File: config.mk
export PLATFORM = sky130hd
export DESIGN_NAME = operand_issue_stage
export DESIGN_NICKNAME = d
export VERILOG_FILES = /design/src/rtl/operand_issue_stage.sv
export SDC_FILE = /design/constraint.sdc
export NUM_CORES = 1
export LEC_CHECK = 0
export ABC_CLOCK_PERIOD_IN_PS = 2100
export BUFFER_PORTS_ARGS = -buffer_cell sky130_fd_sc_hd__buf_2
export CAP_MARGIN = 20
export CORE_ASPECT_RATIO = 1.5
export CORE_MARGIN = 10
export CORE_UTILIZATION = 41
export CTS_BUF_LIST = sky130_fd_sc_hd__clkbuf_16
export DETAILED_ROUTE_END_ITERATION = 10
export PLACE_DENSITY = 0.8
export SLEW_MARGIN = 20
export SYNTH_ARGS = -nofsm -noshare
export SYNTH_HDL_FRONTEND = slang
export SYNTH_SLANG_ARGS = --single-unit
File: constraint.sdc
create_clock -name clk -period 2.1 [get_ports clk]
set_input_delay 0.21 -clock clk [delete_from_list [all_inputs] [get_ports clk]]
set_output_delay 0.21 -clock clk [all_outputs]
set_load 0.005 [all_outputs]
File: src/rtl/operand_issue_stage.sv
// ID->EX operand stage: forwards MEM/WB results over the regfile read data, detects
// load-use and WB-write hazards, and registers operands/control into ID/EX.
// Optional macro WB_BYPASS_EN: forward WB data instead of stalling on a same-cycle WB write.
module operand_issue_stage #(
  parameter int WIDTH = 32,
  parameter int AW    = 5
) (
  input  logic             clk,
  input  logic             rst,
  input  logic             id_valid,
  input  logic [AW-1:0]    id_ra1,
  input  logic [AW-1:0]    id_ra2,
  input  logic [WIDTH-1:0] id_rd1,
  input  logic [WIDTH-1:0] id_rd2,
  input  logic [WIDTH-1:0] id_imm,
  input  logic [AW-1:0]    id_wa,
  input  logic             id_we,
  input  logic             id_load,
  input  logic             mem_we,
  input  logic [AW-1:0]    mem_wa,
  input  logic [WIDTH-1:0] mem_wd,
  input  logic             wb_we,
  input  logic [AW-1:0]    wb_wa,
  input  logic [WIDTH-1:0] wb_wd,
  input  logic             ex_hold,
  input  logic             flush,
  output logic             stall_id,
  output logic             ex_valid,
  output logic [WIDTH-1:0] ex_a,
  output logic [WIDTH-1:0] ex_b,
  output logic [WIDTH-1:0] ex_imm,
  output logic [AW-1:0]    ex_wa,
  output logic             ex_we,
  output logic             ex_load
);

  logic [WIDTH-1:0] op_a;
  logic [WIDTH-1:0] op_b;
  logic             load_use;
  logic             wb_hazard;
  logic             mem_hit1;
  logic             mem_hit2;

  assign mem_hit1 = mem_we && (mem_wa == id_ra1);
  assign mem_hit2 = mem_we && (mem_wa == id_ra2);

  // Priority: r0, then MEM, then (optionally) WB, then the regfile value.
  function automatic logic [WIDTH-1:0] resolve(
    input logic [AW-1:0]    src,
    input logic [WIDTH-1:0] rd,
    input logic             mem_hit
  );
    logic [WIDTH-1:0] res;
    res = rd;
    if (src == '0) begin
      res = '0;
    end else if (mem_hit) begin
      res = mem_wd;
`ifdef WB_BYPASS_EN
    end else if (wb_we && (wb_wa == src)) begin
      res = wb_wd;
`endif
    end
    return res;
  endfunction

  always_comb begin
    op_a = resolve(id_ra1, id_rd1, mem_hit1);
    op_b = resolve(id_ra2, id_rd2, mem_hit2);
  end

  assign load_use = id_valid && ex_valid && ex_load && (ex_wa != '0) &&
                    ((ex_wa == id_ra1) || (ex_wa == id_ra2));

`ifdef WB_BYPASS_EN
  assign wb_hazard = 1'b0;
`else
  // The regfile write lands at this edge; re-reading next cycle picks it up.
  assign wb_hazard = id_valid && wb_we && (wb_wa != '0) &&
                     (((wb_wa == id_ra1) && !mem_hit1) ||
                      ((wb_wa == id_ra2) && !mem_hit2));
  logic unused_wb_wd;
  assign unused_wb_wd = ^wb_wd;
`endif

  assign stall_id = !rst && (ex_hold || load_use || wb_hazard);

  // NOTE: sequential state uses non-blocking assignments so every flop samples
  // pre-edge values; the data fields are cleared too so reset shows all zeros.
  always_ff @(posedge clk) begin
    if (rst) begin
      ex_valid <= 1'b0;
      ex_a     <= '0;
      ex_b     <= '0;
      ex_imm   <= '0;
      ex_wa    <= '0;
      ex_we    <= 1'b0;
      ex_load  <= 1'b0;
    end else if (ex_hold) begin
      // Frozen: a flush here is handled upstream by squashing ID.
    end else if (flush || load_use || wb_hazard) begin
      ex_valid <= 1'b0;
      ex_we    <= 1'b0;
      ex_load  <= 1'b0;
    end else begin
      ex_valid <= id_valid;
      ex_a     <= op_a;
      ex_b     <= op_b;
      ex_imm   <= id_imm;
      ex_wa    <= id_wa;
      ex_we    <= id_valid && id_we;
      ex_load  <= id_valid && id_load;
    end
  end

endmodule

Word level (Yosys, flattened, before mapping)
Index checks and enable logic that the tools add are counted.

$add $sub $neg: 0. Multipliers: 0. Div/mod/pow operators: 0. Order comparisons: 0. Eq/ne operators: 6. Shifts and indexed selects: 0. Mux-type cells: 7. Bitwise operators: 2. Reductions and logical operators: 28.

Operators by type and width (number): $mux 32 (4); $eq 5x5->1 (6); $logic_and 1x1->1 (14); $logic_not 5->1 (2); $reduce_bool 5->1 (2); $logic_or 1x1->1 (6); $logic_not 1->1 (3); $mux 1 (3); $not 1->1 (2); $reduce_and 2->1 (1).

Bits in registers: 104. Latch bits: 0. Memory bits (writable): 0. ROM bits: 0. Output and inout bits: 105. Memories: 0.

Depth between registers and ports, before layout
Word-level depth: 9. Mapped depth: 8. Gate-level depth less buffers: 6.

Least setup slack after synthesis
OpenSTA, ideal clock, no wires.

Path kind: input port to flip-flop. Start: input mem_wa[3]. End: register ex_a[30]. Setup time: 0.123 ns. Arrival time: 2.023 ns. Slack: -0.046 ns. Cell stages on the path: 8. Path buffers: 2. Path through: xor2_1 > nor4_1 > a311oi_1 > o2111a_1 > nor4_4 > buf_4 > buf_4 > mux2_1.

Longest elaborated chain between the ends: 9. Elaborated cells between the ends (all ways): 15.

Ends and longest elaborated chain: start: declaration (RTL line 20) `input logic [AW-1:0] mem_wa,`; $eq 5x5->1, on equally long branches (RTL line 44, 45); $logic_and 1x1->1, on equally long branches (RTL line 44, 45); $logic_not 1->1, on equally long branches (RTL line 80, 81); $logic_and 1x1->1, on equally long branches (RTL line 80, 81); $logic_or 1x1->1 (RTL line 80) `(((wb_wa == id_ra1) && !mem_hit1) ||`; $logic_and 1x1->1 (RTL line 79) `assign wb_hazard = id_valid && wb_we && (wb_wa != '0) &&`; $logic_or 1x1->1 (RTL line 101) `end else if (flush || load_use || wb_hazard) begin`; $not 1->1 (no source line); $reduce_and 2->1 (no source line); end signal: assignment (RTL line 107) `ex_a <= op_a;`; end: declaration (RTL line 29) `output logic [WIDTH-1:0] ex_a,`.

Parallel ways exist; a longest one is shown, timed or not. A chain may end at the register's enable or synchronous reset.

Final worst setup path
Start: register ex_wa[0]. End: register ex_b[28].

Longest elaborated chain between the ends: 7. Elaborated cells between the ends (all ways): 10.

Ends and longest elaborated chain: start: declaration (RTL line 32) `output logic [AW-1:0] ex_wa,`; start signal: assignment (RTL line 110) `ex_wa <= id_wa;`; $eq 5x5->1 or $reduce_bool 5->1 (tied branches) (RTL line 73, 72); $logic_or 1x1->1 or $logic_and 1x1->1 (tied branches) (RTL line 73, 72); $logic_and 1x1->1 * (RTL line 72) `assign load_use = id_valid && ex_valid && ex_load && (ex_wa != '0) &&`; $logic_or 1x1->1 * (2 in a row) (RTL line 101); $not 1->1 (no source line) *; $reduce_and 2->1 (no source line) *; end signal: assignment (RTL line 108) `ex_b <= op_b;`; end: declaration (RTL line 30) `output logic [WIDTH-1:0] ex_b,`.

Every way passes the cells marked *; elsewhere a longest branch is shown, timed or not.

==> results.toml <==
[run_status]
status = "finished, violations left"
violations = "setup timing"

[grt]
grt_usage_pct = 18.8
grt_max_degree = 78
grt_pass1_vias = 5561
grt-ovfl-total = 0
grt_pass1_wl_um = 28200
grt_antenna_before_repair = 1

[critical_path]
worst-setup-path-type = "reg2reg"
crit_buf_inv = 3
slowest_delay_ns = 0.54
crit_family = "simple AND/OR/NAND/NOR gates"
cp_slowest_cell = "or4_4"
critPathMaxFanout = 7
worstPathCellList = "or4_4 -> o2111ai_4 -> a21oi_2 -> nor4_4 -> buf_6 -> buf_12 -> clkbuf_16 -> mux2_2"
arrival_ns = 2.42
cp_data_required_time_ns = 2.33
cp-end-kind = "register"
critPathLaunchType = "register"

[yosys]
synth_seq_area_share_pct = 38.5
synth_area_sq_um = 5410
synthTopCellsByArea = "dfxtp_1, mux2i_1, mux2_2"
ys_ff_latch = 104
synth.largest_area_cell = "dfxtp_1"
synthCells = 576
syn_area_per_cell_sq_um = 9.40
yosysWarnings = 0
yosysTopAreaCellShare_pct = 38.5
ys_types = 26
synth_nets = 770

[pwr]
power.leakage_nw = 3.71
pwr-share-seq_pct = 45.2
switching_share_pct = 25.6
clkPwrFrac_pct = 34.8
intPower_mw = 3.51
combPwrFrac_pct = 19.9
p_total_mw = 4.71
power.switching_mw = 1.21
p_per_area_nw_per_um2 = 603
max-vdd-ir-drop_uv = 476

[finish]
fillers = 1146
layout_common_cells = "buf_2, mux2i_1, dfxtp_1"
multi_input_comb_area_sq_um = 3270
regArea_sq_um = 2090
final_layout_size_suffix_gt1_share_pct = 44.9
final_nets = 1055
layout_commonest_cell = "buf_2"
area_delta_synth_final_pct = 44.4

[clock_tree]
hold_buffers = 0
cts_buffer_depth = 2
cts_buffers = 9
clk_pin_slew_ns = 0.07
htree_levels = 3
clk_latency_ns = 0.34
cts_tree = "done"
ctsRootBufferMaster = "clkbuf_16"
cts.sinks = 104

[placement]
dp_worst_setup_slack_ns = -0.345
dp_hpwl_um = 14000
numPortBuffers = 266
place_congestion = 0.854

[job]
cap_viol_max_count = 0

[routing]
vias = 5061
drt-met1-wl_um = 6900
drtPass1Iterations = 4
top_layer_used = "met4"
avgRoutedWirePerCell_um = 17.8
wl_um = 18300
wl_met2_um = 9340
postRouteAntennaNets = 0
drt_iter0_markers = 158
vias_per_cell = 4.94
drc_errors = 0
wl_met3_um = 1820

[sta]
maxSlewHeadroom_pct = 65.2
timing.final.crit_share_pct = 104
setup_ws_ns = -0.0848
finalHoldViolCount = 0
setup_viol = 79
maxSlewViolCount = 0
tightest_slew_ns = 0.522
fmax_mhz = 458
finClkSkew_ns = 0.0116
rsz0062_at_grt = "true"
fin_crit_ns = 2.18

[floorplanning]
dieArea_sq_um = 18300
coreArea_sq_um = 13000
ioPinCount = 299
initial_core_util_pct = 41.8
die_x_um = 114
rows = 51
die_y_um = 161

[worst_hold_path]
hp-class = "in2reg"
-- synth_stat cells --
master / count
o2111ai_1: 1
nor2b_1: 65
dfxtp_1: 104
nand3_1: 4
a32o_1: 1
mux2_1: 20
nor2_1: 66
a31o_2: 2
o21ai_1: 2
clkbuf_1: 23
or4_1: 3
a311oi_1: 2
nor3_1: 4
o2111a_1: 1
buf_2: 10
nand2_1: 77
mux2i_1: 101
nor4_1: 2
and3_1: 4
mux2_2: 44
inv_1: 1
xor2_1: 14
xnor2_1: 16
a21oi_1: 1
nor4_4: 1
buf_4: 7
-- registers in the layout, indices dropped and copies added, names as in the netlist --
register	flops
ex_load	1
ex_b	32
ex_a	32
ex_valid	1
ex_we	1
ex_imm	32
ex_wa	5
-- power groups by stage --
stage | logic, mW | clock network, mW | registers, mW
after floorplan | 0.400 | 0 | 2.18
after global routing | 1.03 | 1.76 | 2.14
final | 0.940 | 1.64 | 2.13
after global placement | 0.844 | 0 | 2.17
after detailed placement | 0.860 | 0 | 2.17
after CTS | 0.931 | 1.70 | 2.13
-- logic make-up after synthesis --
group / count (synthesis) / synth area share (%)
and+or+nand+nor: 226 / 19.7
buffers and inverters: 41 / 3.56
AOI/OAI and AO/OA: 10 / 1.48
DFF: 104 / 38.5
muxes: 165 / 32.0
xor gates and xnor gates: 30 / 4.85
-- stage by stage --
| stage | cells | utilization (%) | setup TNS [ns] | hold slack [ns] | area (sq um) |
|---|---|---|---|---|---|
| after floorplan | 576 | - | 0 | 0.352 | 5430 |
| final | 1024 | 60.4 | -2.93 | 0.100 | 7820 |
| after CTS | 1017 | 59.6 | -3.44 | 0.0816 | 7720 |
| after detailed placement | 997 | 55.3 | -29.29 | 0.446 | 7170 |
| after global routing | 1023 | 60.3 | -15.56 | 0.0952 | 7820 |
| after global placement | 997 | 55.3 | -23.68 | 0.439 | 7170 |
-- tightest hold or removal path, stage by stage --
cell and delay (ns):
buf_2 0.09, nand2_1 0.04, mux2i_1 0.05
-- final timing paths --
check	from	end	slack, ns	cells after the start
worst max-delay path	ex_wa[0]	ex_b[28]	-0.08	8
worst min-delay path	id_wa[3]	ex_wa[3]	0.10	3
worst max register to register	ex_wa[0]	ex_b[28]	-0.08	8
worst min register to register	ex_imm[14]	ex_imm[14]	0.46	2
-- metal layers --
layer	vias to the layer above	GRT usage, %
li1	2489	-
met1	2374	18.8
met2	184	34.1
met3	14	8.65
met4	0	4.86
met5	-	0
-- final cells by class --
class	instances	area share (%)
Antenna cell	1	0.0320
Tap cell	159	2.54
Inverter	1	0.0480
Clock inverter	5	0.752
Timing Repair Buffer	314	25.2
Multi-Input combinational cell	431	41.8
Clock buffer	9	2.88
Sequential cell	104	26.7
-- repair_timing --
item / 4_1_cts / 5_1_grt
pin swaps: 2 / 3
gates cloned: 3 / 2
setup endpoints to repair: 95 / 100
buffers inserted: 4 / 4
resized for setup: 41 / 5
Power figures use the tool's default switching activity.
